**src/rtl/me_sad_search.sv**
```systemverilog
// Full-search block-matching motion estimator: sweeps every candidate offset and reports min SAD + vector.
// Optional ME_EARLY_TERM_EN abandons a candidate once its running SAD reaches the best so far.
module me_sad_search #(
   parameter  int BLK   = 16,
   parameter  int RANGE = 8,
   parameter  int PIX_W = 8,
   localparam int SW    = BLK + 2*RANGE,
   localparam int RA_W  = $clog2(BLK*BLK),
   localparam int SA_W  = $clog2(SW*SW),
   localparam int SAD_W = PIX_W + 2*$clog2(BLK),
   localparam int MV_W  = $clog2(2*RANGE) + 1
) (
   input  logic                    clk,
   input  logic                    rst_n,
   input  logic                    start_signal,
   output logic [RA_W-1:0]         addr_R,
   output logic [SA_W-1:0]         addr_S,
   input  logic [PIX_W-1:0]        R_val,
   input  logic [PIX_W-1:0]        S_val,
   output logic                    busy,
   output logic                    complete_signal,
   output logic [SAD_W-1:0]        best_distance,
   output logic signed [MV_W-1:0]  x_motion,
   output logic signed [MV_W-1:0]  y_motion
`ifdef ME_EARLY_TERM_EN
   ,
   output logic [15:0]             skip_count
`endif
);
   localparam int LB     = $clog2(BLK);
   localparam int CW     = $clog2(2*RANGE);
   localparam int CI_W   = 2*CW;
   localparam int STAGES = 2;

   typedef enum logic [1:0] {IDLE, RUN, DRAIN, DONE} state_t;
   state_t state;

   logic [RA_W-1:0]                pix_cnt, sel_pix;
   logic [CI_W-1:0]                cand_cnt, sel_cand;
   logic [STAGES:0]                vld_pipe, first_pipe, last_pipe;
   logic [STAGES:0][CI_W-1:0]      cand_pipe;
   logic [PIX_W-1:0]               diff;
   logic [SAD_W-1:0]               acc, acc_next, best;
   logic [CI_W-1:0]                best_cand;
   logic                           have_best, take, abandon, jump, issue, start_acc, sel_last;
   logic                           kill1, kill2;
   logic [SA_W-1:0]                addr_s_nx;

   always_comb begin
      acc_next  = first_pipe[2] ? SAD_W'(diff) : acc + SAD_W'(diff);
      take      = vld_pipe[2] & last_pipe[2] & (~have_best | (acc_next < best));
`ifdef ME_EARLY_TERM_EN
      abandon   = vld_pipe[2] & ~last_pipe[2] & have_best & (acc_next >= best);
`else
      abandon   = 1'b0;
`endif
      // Jump only if the generator is still inside the candidate being abandoned
      jump      = abandon & (cand_cnt == cand_pipe[2]);
      kill1     = abandon & (cand_pipe[0] == cand_pipe[2]);
      kill2     = abandon & (cand_pipe[1] == cand_pipe[2]);
      sel_pix   = jump ? '0 : pix_cnt;
      sel_cand  = jump ? cand_cnt + CI_W'(1) : cand_cnt;
      sel_last  = &sel_pix;
      start_acc = (state == IDLE) & start_signal;
      issue     = start_acc | ((state == RUN) & ~(jump & (&cand_cnt)));
      addr_s_nx = (SA_W'(sel_cand[CI_W-1:CW]) + SA_W'(sel_pix[RA_W-1:LB])) * SA_W'(SW)
                + SA_W'(sel_cand[CW-1:0]) + SA_W'(sel_pix[LB-1:0]);
   end

   always_ff @(posedge clk or negedge rst_n) begin
      if (!rst_n) begin
         state           <= IDLE;
         busy            <= 1'b0;
         complete_signal <= 1'b0;
         best_distance   <= '0;
         x_motion        <= '0;
         y_motion        <= '0;
         addr_R          <= '0;
         addr_S          <= '0;
         pix_cnt         <= '0;
         cand_cnt        <= '0;
         vld_pipe        <= '0;
         first_pipe      <= '0;
         last_pipe       <= '0;
         cand_pipe       <= '0;
      end else begin
         vld_pipe        <= {vld_pipe[1] & ~kill2, vld_pipe[0] & ~kill1, issue};
         first_pipe      <= {first_pipe[1:0], sel_pix == '0};
         last_pipe       <= {last_pipe[1:0], sel_last};
         cand_pipe[2]    <= cand_pipe[1];
         cand_pipe[1]    <= cand_pipe[0];
         complete_signal <= 1'b0;
         if (issue) begin
            addr_R       <= sel_pix;
            addr_S       <= addr_s_nx;
            pix_cnt      <= sel_pix + RA_W'(1);
            cand_cnt     <= sel_last ? sel_cand + CI_W'(1) : sel_cand;
            cand_pipe[0] <= sel_cand;
         end
         case (state)
            IDLE:  if (start_signal) begin
                      state <= RUN;
                      busy  <= 1'b1;
                   end
            // No issue while in RUN means the final candidate was abandoned
            RUN:   if (~issue | (sel_last & (&sel_cand))) state <= DRAIN;
            DRAIN: if (vld_pipe == '0) begin
                      state           <= DONE;
                      complete_signal <= 1'b1;
                      best_distance   <= best;
                      x_motion        <= {1'b0, best_cand[CW-1:0]} - MV_W'(RANGE);
                      y_motion        <= {1'b0, best_cand[CI_W-1:CW]} - MV_W'(RANGE);
                   end
            DONE:  begin
                      state    <= IDLE;
                      busy     <= 1'b0;
                      pix_cnt  <= '0;
                      cand_cnt <= '0;
                   end
            default: state <= IDLE;
         endcase
      end
   end

   always_ff @(posedge clk or negedge rst_n) begin
      if (!rst_n) begin
         diff      <= '0;
         acc       <= '0;
         best      <= '0;
         best_cand <= '0;
         have_best <= 1'b0;
`ifdef ME_EARLY_TERM_EN
         skip_count <= '0;
`endif
      end else begin
         diff <= (R_val > S_val) ? R_val - S_val : S_val - R_val;
         if (vld_pipe[2]) acc <= acc_next;
         if (start_acc) have_best <= 1'b0;
         else if (take) begin
            best      <= acc_next;
            best_cand <= cand_pipe[2];
            have_best <= 1'b1;
         end
`ifdef ME_EARLY_TERM_EN
         if (start_acc) skip_count <= '0;
         else if (abandon && skip_count != '1) skip_count <= skip_count + 16'd1;
`endif
      end
   end
endmodule

```
**config.mk**
```make
export PLATFORM = sky130hd
export DESIGN_NAME = me_sad_search
export DESIGN_NICKNAME = d
export VERILOG_FILES = /design/src/rtl/me_sad_search.sv
export SDC_FILE = /design/constraint.sdc
export NUM_CORES = 1
export LEC_CHECK = 0
export CAP_MARGIN = 20
export CELL_PAD_IN_SITES_DETAIL_PLACEMENT = 0
export CELL_PAD_IN_SITES_GLOBAL_PLACEMENT = 1
export CORE_MARGIN = 2
export CORE_UTILIZATION = 49
export CTS_CLUSTER_SIZE = 24
export DETAILED_ROUTE_END_ITERATION = 8
export GPL_TIMING_DRIVEN = 0
export PLACE_DENSITY_LB_ADDON = 0.1
export SYNTH_ARGS = -nofsm -noshare
export SYNTH_HDL_FRONTEND = slang
export SYNTH_SLANG_ARGS = --single-unit
```
**constraint.sdc**
```tcl
create_clock -name clk -period 6.7 [get_ports clk]
set_input_delay 1.34 -clock clk [delete_from_list [all_inputs] [get_ports clk]]
set_output_delay 1.34 -clock clk [all_outputs]
set_load 0.05 [all_outputs]
```
# Yosys cells after proc, flatten, opt, wreduce, memory -nomap -nowiden
# Index checks and enable logic that the tools add are counted.
# classes
bitwise_logic	10
reduce_logical	14
n_addsub	10
n_lt_le_gt_ge	2
n_mux	17
n_eq_ne	6
# ops
operator	n
$mux W8	6
$add A10 B4 Y10	2
$add A16 B8 Y16	1
$add A8 B1 Y8 const B	2
$lt A16 B16 Y1	1
$mux W16	1
$reduce_and A8 Y1	2
$sub A8 B8 Y8	2
$sub A4 B4 Y5 const B	2
$gt A8 B8 Y1	1
$logic_not A8 Y1	1
$pmux W2 S4	1
$reduce_and A2 Y1	4
$reduce_bool A2 Y1	4
$mux W2	3
$add A4 B4 Y5	1
$mux W1	5
$and A1 B1 Y1	4
$eq A2 B2 Y1 const B	2
$ne A2 B2 Y1 const B	2
$logic_not A3 Y1	1
$not A1 Y1	3
$or A1 B1 Y1	3
$reduce_and A3 Y1	1
4 further kinds	4
# totals
word_cells	80
regBits	146

# Logic depth before layout (Yosys ltp)
# Gate-level depths: netlist (run 1).
# depth
depth_word	7
ltp_mapped	16
mapped_depth_nobuf	14

# Worst setup path before layout (run 1)
# OpenSTA, ideal clock, no wires.
# synth_timing
path_type	reg-to-reg
from	reg diff[0]
to	reg best[11]
required_ps	6575
path_slack_ps	3173
t_arrival_ps	3402
stages_incl_launch_ff	16
cell_sequence	dfrtp_1 ha_1 fa_1 a21oi_1 o211ai_2 o41ai_2 buf_6 o21ai_0 a21oi_1 ha_1 a21o_1 a21oi_1 o221ai_1 nor2_4 buf_6 mux2_2
# synth_via
elab_chain_cells	6
# synth_rtl
element	line_no	source
start, declared	42	logic [PIX_W-1:0] diff;
start signal, assigned	136	diff <= (R_val > S_val) ? R_val - S_val : S_val - R_val;
$add A16 B8 Y16	50	acc_next = first_pipe[2] ? SAD_W'(diff) : acc + SAD_W'(diff);
$mux W16	50	
net acc_next[14]	43	logic [SAD_W-1:0] acc, acc_next, best;
$lt A16 B16 Y1	51	take = vld_pipe[2] & last_pipe[2] & (~have_best | (acc_next < best));
$or A1 B1 Y1	51	
$and A1 B1 Y1	51	
$reduce_and A2 Y1 (no source line)	n/a	
end signal, assigned	140	best <= acc_next;
end, declared	43	
# The timed path passes the listed nets, and every way through them passes these cells.
# A chain may end at the register's enable or synchronous reset.

# Final worst setup path (run 1)
# layout_timing
from	reg diff[0]
to	reg best_cand[3]
# layout_via
elab_chain_cells	6
# layout_rtl
element	line_no	source
$add A16 B8 Y16	50	
$mux W16	50	
net acc_next[14]	43	
$lt A16 B16 Y1	51	
$or A1 B1 Y1	51	
$and A1 B1 Y1	51	
$reduce_and A2 Y1 (no source line)	n/a	
end signal, assigned	141	best_cand <= cand_pipe[2];
end, declared	44	logic [CI_W-1:0] best_cand;
# The timed path passes the listed nets, and every way through them passes these cells.

==> results of run 1 <==
[logic make-up (layout without fill, tap and decap cells)]
kind of cell	count (synthesis)	count (layout)	synth area share, %
fa+ha+maj	58	58	10.2
flops	144	144	48.1
compound gates	149	149	13.2
mux	39	39	5.71
simple gates	237	237	14.5
xor+xnor	23	23	2.69
buf+inv	89	186	5.64
[final timing paths]
| check | startpoint | endpoint | slack (ps) | depth (start not counted) |
|---|---|---|---|---|
| worst max-delay path | diff[0] | best_cand[3] | 2500 | 15 |
| worst min-delay path | last_pipe[0] | last_pipe[1] | 340 | 0 |
| worst max register to register | diff[0] | best_cand[3] | 2500 | 15 |
| worst min register to register | last_pipe[0] | last_pipe[1] | 340 | 0 |
| max in group asynchronous | rst_n | y_motion[0] | 5030 | 2 |
| min in group asynchronous | rst_n | acc[8] | 860 | 1 |
[area by class of cell]
type	count	area, µm²
fill	1315	6110
sequential	144	3600
multi-input combinational	506	3470
timing repair buffer	65	669
clock buffer	18	429
tap	188	235
inverter	59	221
buffer	30	201
clock inverter	14	146
[where the power goes]
group          leakage, nW  total, mW  switching, mW  internal [mW]
Sequential            1.92       1.09         0.0932           1.00
Clock                0.271      0.924          0.400          0.524
Combinational         2.09       1.56          0.971          0.586
[sequential cells by signal, summed over array words and instances, names as in the netlist, 2 cells and up]
name	count
acc	16
addr_R	8
addr_S	10
best	16
best_cand	8
best_distance	16
cand_cnt	8
cand_pipe	24
diff	8
first_pipe	3
last_pipe	3
pix_cnt	8
state	2
vld_pipe	3
x_motion	4
y_motion	4
[worst reg2reg max path, stage by stage, from the launching register on]
cell and delay, ps:
dfrtp_1 380, ha_1 230, fa_1 410, a21oi_1 260
o211ai_2 150, o41ai_2 420, buf_6 200, o21ai_0 120
a21oi_1 270, ha_1 300, a21o_1 160, a21oi_1 150
o221ai_1 240, nor2_4 250, buf_6 200, mux2_1 340
[cell usage after synthesis, types with 2 or more instances]
master	count	share of area [%]
nand3_1	16	1.1
buf_2	2	0.13
dfrtp_1	144	48
mux2_1	21	3.2
nand2b_1	2	0.17
and4_1	3	0.35
a31oi_1	4	0.33
o221ai_1	3	0.35
clkbuf_8	3	0.55
o21bai_1	2	0.20
fa_1	5	1.3
nor2b_1	7	0.58
or3_1	5	0.42
nor3_1	14	0.93
xnor2_1	10	1.2
inv_1	58	2.9
and3_1	6	0.50
o41ai_2	2	0.43
a22oi_1	2	0.20
o31ai_1	3	0.30
or4_1	3	0.30
o21ai_0	44	2.9
nand2_1	123	6.2
nor4_1	3	0.25
nand3b_1	2	0.20
a21o_1	16	1.6
xor2_1	13	1.5
a21oi_2	2	0.23
and2_1	2	0.17
mux2_2	9	1.4
ha_1	53	8.8
buf_6	5	0.75
buf_4	4	0.40
o21a_1	6	0.60
mux2i_1	9	1.2
o211ai_1	8	0.80
nand4_1	10	0.83
a211oi_1	2	0.20
a21oi_1	36	2.4
nor2_1	33	1.7
clkbuf_1	15	0.75
o211ai_2	3	0.50
[through the flow]
step / cell area, µm² / hold slack, ps / total power [mW] / worst slack (ps) / utilization, %
2_1_floorplan: 7500 / 331 / 2.23 / 3170 / -
3_3_place_gp: 8370 / 333 / 2.62 / -1330 / 55.5
3_5_place_dp: 8400 / 335 / 2.67 / 2470 / 55.7
4_1_cts: 8980 / 348 / 3.60 / 2440 / 59.5
5_1_grt: 8980 / 352 / 3.82 / 2160 / 59.5
6_report: 8980 / 344 / 3.57 / 2500 / 59.5
[per-layer routing]
layer  wire length, µm  up-vias  global-route usage [%]
li1                  -     2718                       -
met1              7470     2667                    28.1
met2              7430      111                    33.2
met3               554       22                    4.17
met4               241        0                    6.92
met5                 0        -                       0
==> run summary, run 1 <==
Outcome: finished, final reports clean
Worst-path clk slew: 60 ps
Post-synth EDFFs: 0
Mapped Area: 7500 µm²
CTS tree: yes
Final nets: 900
Hold Path Class: reg -> reg
First DRT Iteration DRCs: 288
TNS Setup: 0 ps
Cts bufs inserted: 17
CP endpoint kind: flop
Crit-path max cell delay: 420 ps
Via density per instance: 5.39
Grt ovf: 0
PD cells: 398 nW/µm²
Die X: 128 µm
Worst vdd ir: 0.212 mV
Max-slew headroom: 59.9%
Initial antenna violation count: 0
Crit path buf inv count: 2
Slowest CP cell: o41ai_2
Drt total wl: 15700 µm
Slew Viols, Final: 0
Clock sink count: 144
Worst setup path class: reg -> reg
Post-synthesis sequential area ratio: 48.1%
Max Cap Viol: 0
Fmax: 0.238 GHz
WL/cell: 15.3 µm
GP Congestion: 0.821
Buffers on Ports: 64
Synthesized net count: 816
Top cell by count, worst path: a21oi_1
# IOs: 65
Crit start category: flop
Via count: 5518
Number of global-route vias before repair: 5382
Slew @ Worst Pin: 602 ps
Async SR Flop Fraction: 100%
Skew-Pair Late Insertion Delay: 430 ps
Antenna Nets Post-Route: 0
Initial Utilization: 49.7%
DRC errors left: 0
Final hold vios: 0
Req. time, crit path: 7010 ps
Final setup violating endpoints: 0
Most frequent cells in the layout: dfrtp_1 (144), nand2_1 (123), clkdlybuf4s50_1 (63), inv_1 (58), ha_1 (53)
Die ar.: 16300 µm²
Cell family with most CP delay: compound AO/OA/AOI/OAI gates
Detailed Place HPWL: 11600 µm
Placed insts: 992
Leakage power: 4.29 nW
Yosys warns: 0
Crit path max fanout: 10
Die Ht: 128 µm
Row count: 45
First-pass GRT wire length: 26400 µm
Worst path cell trace: ha_1 > fa_1 > a21oi_1 > o211ai_2 > o41ai_2 > buf_6 > o21ai_0 > a21oi_1 > ha_1 > a21o_1 > a21oi_1 > o221ai_1 > nor2_4 > buf_6 > mux2_1
Non-filler cells, final: 1024
Number of diodes: 0
Synth Register Bits: 144
Fin crit share: 62.6%
CTS resizes: 0
Cts hold-fix bufs: 0
Largest net degree at the start of global routing: 94
Layout cells sized above 1: 8.73%
Syn avg cell area: 10.1 µm²
RSZ-0062 raised after global routing: no
Maximum clock insertion buffer count: 2
Global Route Usage Sum: 20.6%
Drt pass-1 iters: 4
Ys flop type: dfrtp_1
Distinct cell type count after synthesis: 68
Area Growth Syn to Fin: 19.7%
Clk_skew: 7.54 ps
Post-CTS setup buffer count: 0
Commonest non-fill, non-tap cell in the layout: dfrtp_1
Root Buffer: clkbuf_16
Core area: 15100 µm²
Synthesized instance count: 739
Arr. time, crit path: 4500 ps
H-tree depth: 4
Fin crit period: 4200 ps
Note: power is estimated with default switching activity, not from simulation.
==> inputs of run 2 (changes only) <==
- CORE_UTILIZATION: 49 -> 41
- clock period: 6.7 -> 3.5 ns (I/O delays scaled with it)
==> run summary, run 2 (synthesis results as in run 1) <==
Outcome: finished, violations left (was finished, final reports clean)
Failing checks: setup timing
Max reg flops: 24 (unchanged)
WL/cell: 15.8 µm (was 15.3 µm)
RSZ-0062 raised after global routing: yes (was no)
Antenna Nets Post-Route: 0 (unchanged)
Hold Path Class: in -> async (was reg -> reg)
Crit path max fanout: 6 (was 10)
Core area: 18000 µm² (was 15100 µm²)
Skew-Pair Late Insertion Delay: 420 ps (was 430 ps)
First DRT Iteration DRCs: 292 (was 288)
FF-to-FF End: best[3] (was best_cand[3])
Area Growth Syn to Fin: 27.6% (was 19.7%)
Layout fillers: 1593 (was 1315)
Drt pass-1 iters: 4 (unchanged)
Crit start category: flop (unchanged)
First-pass GRT wire length: 29300 µm (was 26400 µm)
Initial Utilization: 41.7% (was 49.7%)
R2R Path Start: diff[0] (unchanged)
Global Route Usage Sum: 18.8% (was 20.6%)
TNS Setup: -4340 ps (was 0 ps)
Cts hold-fix bufs: 0 (unchanged)
Crit path launch: diff[0] (unchanged)
Slowest CP cell: dfrtp_1 (was o41ai_2)
Largest Register: cand_pipe (unchanged)
CTS tree: yes (unchanged)
Max Cap Viol: 0 (unchanged)
H-tree depth: 4 (unchanged)
Clock sink count: 144 (unchanged)
Worst path cell trace: ha_2 > fa_2 > a21oi_4 > o211ai_4 > o41ai_4 > buf_6 > o21ai_4 > a21oi_4 > ha_4 > and3_4 > nand3_4 > or2_4 > a31oi_4 > nor2_4 > buf_12 > buf_12 > mux2_4 (was ha_1 > fa_1 > a21oi_1 > o211ai_2 > o41ai_2 > buf_6 > o21ai_0 > a21oi_1 > ha_1 > a21o_1 > a21oi_1 > o221ai_1 > nor2_4 > buf_6 > mux2_1)
Final hold vios: 0 (unchanged)
Layout cells sized above 1: 16.6% (was 8.73%)
R2r setup slk: -200 ps (was 2500 ps)
Worst-path clk slew: 60 ps (about the same)
Number of global-route vias before repair: 5690 (was 5382)
Clk_skew: 9.98 ps (was 7.54 ps)
Power Total: 7.36 mW (was 3.57 mW)
Initial antenna violation count: 0 (unchanged)
Commonest non-fill, non-tap cell in the layout: dfrtp_1 (unchanged)
Grt ovf: 0 (unchanged)
Register Area: 3600 µm² (unchanged)
Drt total wl: 17200 µm (was 15700 µm)
Buffers on Ports: 64 (unchanged)
GP Congestion: 0.802 (was 0.821)
Final nets: 920 (was 900)
Area of the multi-input gates: 3760 µm² (was 3470 µm²)
Slew Viols, Final: 0 (unchanged)
Final setup violating endpoints: 23 (was 0)
Largest net degree at the start of global routing: 74 (was 94)
Req. time, crit path: 3800 ps (was 7010 ps)
Number of diodes: 0 (unchanged)
PD cells: 769 nW/µm² (was 398 nW/µm²)
Worst vdd ir: 0.453 mV (was 0.212 mV)
Cts bufs inserted: 17 (unchanged)
Crit-path max cell delay: 390 ps (was 420 ps)
# IOs: 65 (unchanged)
Via count: 5555 (was 5518)
Row count: 49 (was 45)
Die Ht: 139 µm (was 128 µm)
CP endpoint kind: flop (unchanged)
Root Buffer: clkbuf_16 (unchanged)
Via density per instance: 5.13 (was 5.39)
Fin crit share: 106% (was 62.6%)
Worst setup margin: -204 ps (was 2500 ps)
Fmax: 0.270 GHz (was 0.238 GHz)
Reg2Reg Depth: 17 (was 15)
Arr. time, crit path: 4000 ps (was 4500 ps)
Detailed Place HPWL: 12000 µm (was 11600 µm)
Die X: 139 µm (was 128 µm)
Critical Path End: best[3] (was best_cand[3])
Die ar.: 19400 µm² (was 16300 µm²)
Worst setup path class: reg -> reg (unchanged)
Fin crit period: 3700 ps (was 4200 ps)
Slew @ Worst Pin: 723 ps (was 602 ps)
DRC errors left: 0 (unchanged)
Max-slew headroom: 51.8% (was 59.9%)
Most frequent cells in the layout: dfrtp_1 (144), nand2_1 (123), clkdlybuf4s50_1 (63), inv_1 (58), ha_1 (47) (was dfrtp_1 (144), nand2_1 (123), clkdlybuf4s50_1 (63), inv_1 (58), ha_1 (53))
Leakage power: 4.45 nW (was 4.29 nW)
Maximum clock insertion buffer count: 2 (unchanged)
## run 2: cell count changes in the layout (fill, tap and decap cells not counted), sizes merged
cell,delta
bufinv,+2
buf,+20
clkbuf,+3
clkinv,+2
inv,-8
clkinvlp,-1
## run 2: worst min-delay path by stage
stage                        from            end  slack, ps  cells past startpoint
floorplan            cand_pipe[8]  cand_pipe[16]        330                      0
global placement    first_pipe[1]  first_pipe[2]        330                      0
detailed placement  first_pipe[1]  first_pipe[2]        340                      0
CTS                         rst_n        acc[10]        330                      1
global route                rst_n         acc[8]        340                      1
finish                      rst_n        acc[10]        280                      1
## run 2: cell type report
cell class              count  area share [%]
clock buffers              21            5.02
repair buffers             85            9.06
flip-flops and latches    144            37.7
well taps                 229            2.99
multi-input cells         506            39.3
plain buffers              30            2.29
clock inverters             9            1.37
inverters                  59            2.31
## run 2: worst max-delay path, delay by kind of cell (launching register included)
family          cells  cell delay [ps]
compound gates      6             1090
fa+ha+maj           3              750
simple gates        4              550
buf+inv             3              500
flops               1              390
mux                 1              300
## run 2: power by group
group | leakage, nW | total [mW] | internal, mW | switching [mW]
clock network | 0.293 | 1.87 | 1.19 | 0.683
registers | 1.92 | 2.10 | 1.92 | 0.187
logic | 2.23 | 3.38 | 1.34 | 2.04
total | 4.45 | 7.36 | 4.44 | 2.91
## run 2: per-stage QoR
step / utilization (%) / setup WS [ps] / instances / hold slack [ps] / instance area, µm²
3_5_place_dp: 47.2 / -644 / 1033 / 336 / 8480
6_report: 53.3 / -204 / 1083 / 282 / 9570
3_3_place_gp: 47.0 / -4060 / 1032 / 332 / 8450
2_1_floorplan: - / -8.95 / 739 / 331 / 7520
5_1_grt: 53.3 / -307 / 1083 / 343 / 9570
4_1_cts: 52.9 / -181 / 1079 / 331 / 9500
## run 2: routing by layer
layer,share of wire [%],wire (µm),global-route usage [%],up-vias
li1,-,-,-,2747
met1,48,8210,26.3,2696
met2,47,8100,29.9,100
met3,3.7,638,3.96,12
met4,1.2,208,4.73,0
met5,0,0,0,-
## run 2: timing repair
| item | in CTS | in global routing |
|---|---|---|
| setup endpoints to repair | 24 | 24 |
| cloned | 2 | 0 |
| pin swaps | 22 | 3 |
| resized for setup | 53 | 12 |
| buffers inserted | 15 | 6 |
==> inputs of run 3 (changes only) <==
- SKIP_LAST_GASP: default -> 1
==> run summary, run 3 (synthesis results as in run 1) <==
Layout fillers: 1596 (was 1593)
Die X: 139 µm (unchanged)
Fin crit period: 3700 ps (about the same)
Final nets: 920 (unchanged)
Die Ht: 139 µm (unchanged)
Fin crit share: 106% (about the same)
Layout Utilization: 53.2% (was 53.3%)
Crit-path max cell delay: 390 ps (about the same)
Worst vdd ir: 0.453 mV (about the same)
Detailed Place HPWL: 12000 µm (unchanged)
TNS Setup: -4340 ps (about the same)
Via density per instance: 5.14 (was 5.13)
Worst setup margin: -204 ps (about the same)
Arr. time, crit path: 4000 ps (about the same)
Worst path cell trace: ha_2 > fa_2 > a21oi_4 > o211ai_4 > o41ai_4 > buf_6 > o21ai_4 > a21oi_4 > ha_4 > and3_4 > nand3_4 > or2_4 > a31oi_4 > nor2_4 > buf_12 > buf_12 > mux2_4 (unchanged)
Skew-Pair Late Insertion Delay: 420 ps (about the same)
Fmax: 0.270 GHz (about the same)
CTS tree: yes (unchanged)
Max reg flops: 24 (unchanged)
Initial antenna violation count: 0 (unchanged)
Number of global-route vias before repair: 5690 (unchanged)
Drt total wl: 17200 µm (about the same)
Failing checks: setup timing (unchanged)
Worst-path clk slew: 60 ps (about the same)
Power Total: 7.36 mW (about the same)
Req. time, crit path: 3790 ps (was 3800 ps)
Number of diodes: 0 (unchanged)
Largest net degree at the start of global routing: 74 (unchanged)
First DRT Iteration DRCs: 292 (unchanged)
Global Route Usage Sum: 18.8% (unchanged)
Slew @ Worst Pin: 726 ps (was 723 ps)
# IOs: 65 (unchanged)
H-tree depth: 4 (unchanged)
PD cells: 770 nW/µm² (was 769 nW/µm²)
Crit start category: flop (unchanged)
Max Cap Viol: 0 (unchanged)
Row count: 49 (unchanged)
Outcome: finished, violations left (unchanged)
Grt ovf: 0 (unchanged)
RSZ-0062 raised after global routing: yes (unchanged)
Final setup violating endpoints: 23 (unchanged)
Slew Viols, Final: 0 (unchanged)
Die ar.: 19400 µm² (unchanged)
Cts bufs inserted: 17 (unchanged)
Cts hold-fix bufs: 0 (unchanged)
Commonest non-fill, non-tap cell in the layout: dfrtp_1 (unchanged)
WL/cell: 15.9 µm (was 15.8 µm)
Antenna Nets Post-Route: 0 (unchanged)
Clock sink count: 144 (unchanged)
Final hold vios: 0 (unchanged)
First-pass GRT wire length: 29300 µm (unchanged)
Slowest CP cell: dfrtp_1 (unchanged)
Crit path launch: diff[0] (unchanged)
R2R Path Start: diff[0] (unchanged)
Root Buffer: clkbuf_16 (unchanged)
Layout cells sized above 1: 16.4% (was 16.6%)
Crit path max fanout: 6 (unchanged)
GP Congestion: 0.802 (unchanged)
Hold Path Class: in -> async (unchanged)
Leakage power: 4.45 nW (about the same)
Maximum clock insertion buffer count: 2 (unchanged)
Worst setup path class: reg -> reg (unchanged)
CP endpoint kind: flop (unchanged)
Initial Utilization: 41.7% (unchanged)
DRC errors left: 0 (unchanged)
Buffers on Ports: 64 (unchanged)
Pre-CTS setup slack: -644 ps (unchanged)
Area Growth Syn to Fin: 27.5% (was 27.6%)
Max-slew headroom: 51.6% (was 51.8%)
Core area: 18000 µm² (unchanged)
Largest Register: cand_pipe (unchanged)
Clk_skew: 9.20 ps (was 9.98 ps)
Drt pass-1 iters: 4 (unchanged)
Most frequent cells in the layout: dfrtp_1 (144), nand2_1 (123), clkdlybuf4s50_1 (63), inv_1 (58), ha_1 (47) (unchanged)
Via count: 5563 (was 5555)
## run 3: changes by cell type in the layout (fill, tap and decap cells not counted)
cell	before	now
mux2_4	22	20
mux2_1	0	2
## run 3: worst max-delay path: cells and delay by family (launching register included)
family                   cells  cell delay, ps
flip-flops                   1             390
multiplexers                 1             300
adder cells (fa/ha/maj)      3             740
AND/OR/NAND/NOR              4             550
buffers and inverters        3             500
AO/OA/AOI/OAI                6            1090
## run 3: power breakdown
group          switching [mW]  internal, mW
sequential              0.187          1.92
clock                   0.679          1.19
combinational            2.05          1.34
## run 3: timing repair
item                       CTS  global route
pin swaps                   22             3
gates cloned                 2             0
buffers inserted            15             6
setup endpoints to repair   24            24
gates resized for setup     53            10
## run 3: area by class of cell
class	instances	area, µm²	share of cell area [%]
Tap cell	229	287	3.00
Buffer	30	219	2.29
Timing Repair Buffer	85	867	9.07
Clock buffer	21	480	5.03
Sequential cell	144	3600	37.7
Clock inverter	9	131	1.37
Multi-Input combinational cell	506	3750	39.2
Inverter	59	221	2.32
## run 3: metrics by stage
| step | hold slack (ps) | std cells | instance area [µm²] |
|---|---|---|---|
| global route | 343 | 1083 | 9560 |
| floorplan | 331 | 739 | 7520 |
| detailed placement | 336 | 1033 | 8480 |
| CTS | 331 | 1079 | 9500 |
| finish | 282 | 1083 | 9560 |
| global placement | 332 | 1032 | 8450 |
## run 3: path summary, 6_finish.rpt
check,cells after the start,to,slack (ps)
max in group asynchronous,2,cand_pipe[16],2420
min in group clk,0,first_pipe[2],350
hold reg to reg,0,first_pipe[2],350
setup reg to reg,17,best[3],-200
setup / recovery,17,best[3],-200
hold / removal,1,acc[10],280
## run 3: routing by layer
metal / track usage, % / vias up / routed length [µm]
li1: - / 2750 / -
met1: 26.3 / 2710 / 8310
met2: 29.9 / 91 / 8120
met3: 3.96 / 12 / 545
met4: 4.73 / 0 / 200
met5: 0 / - / 0
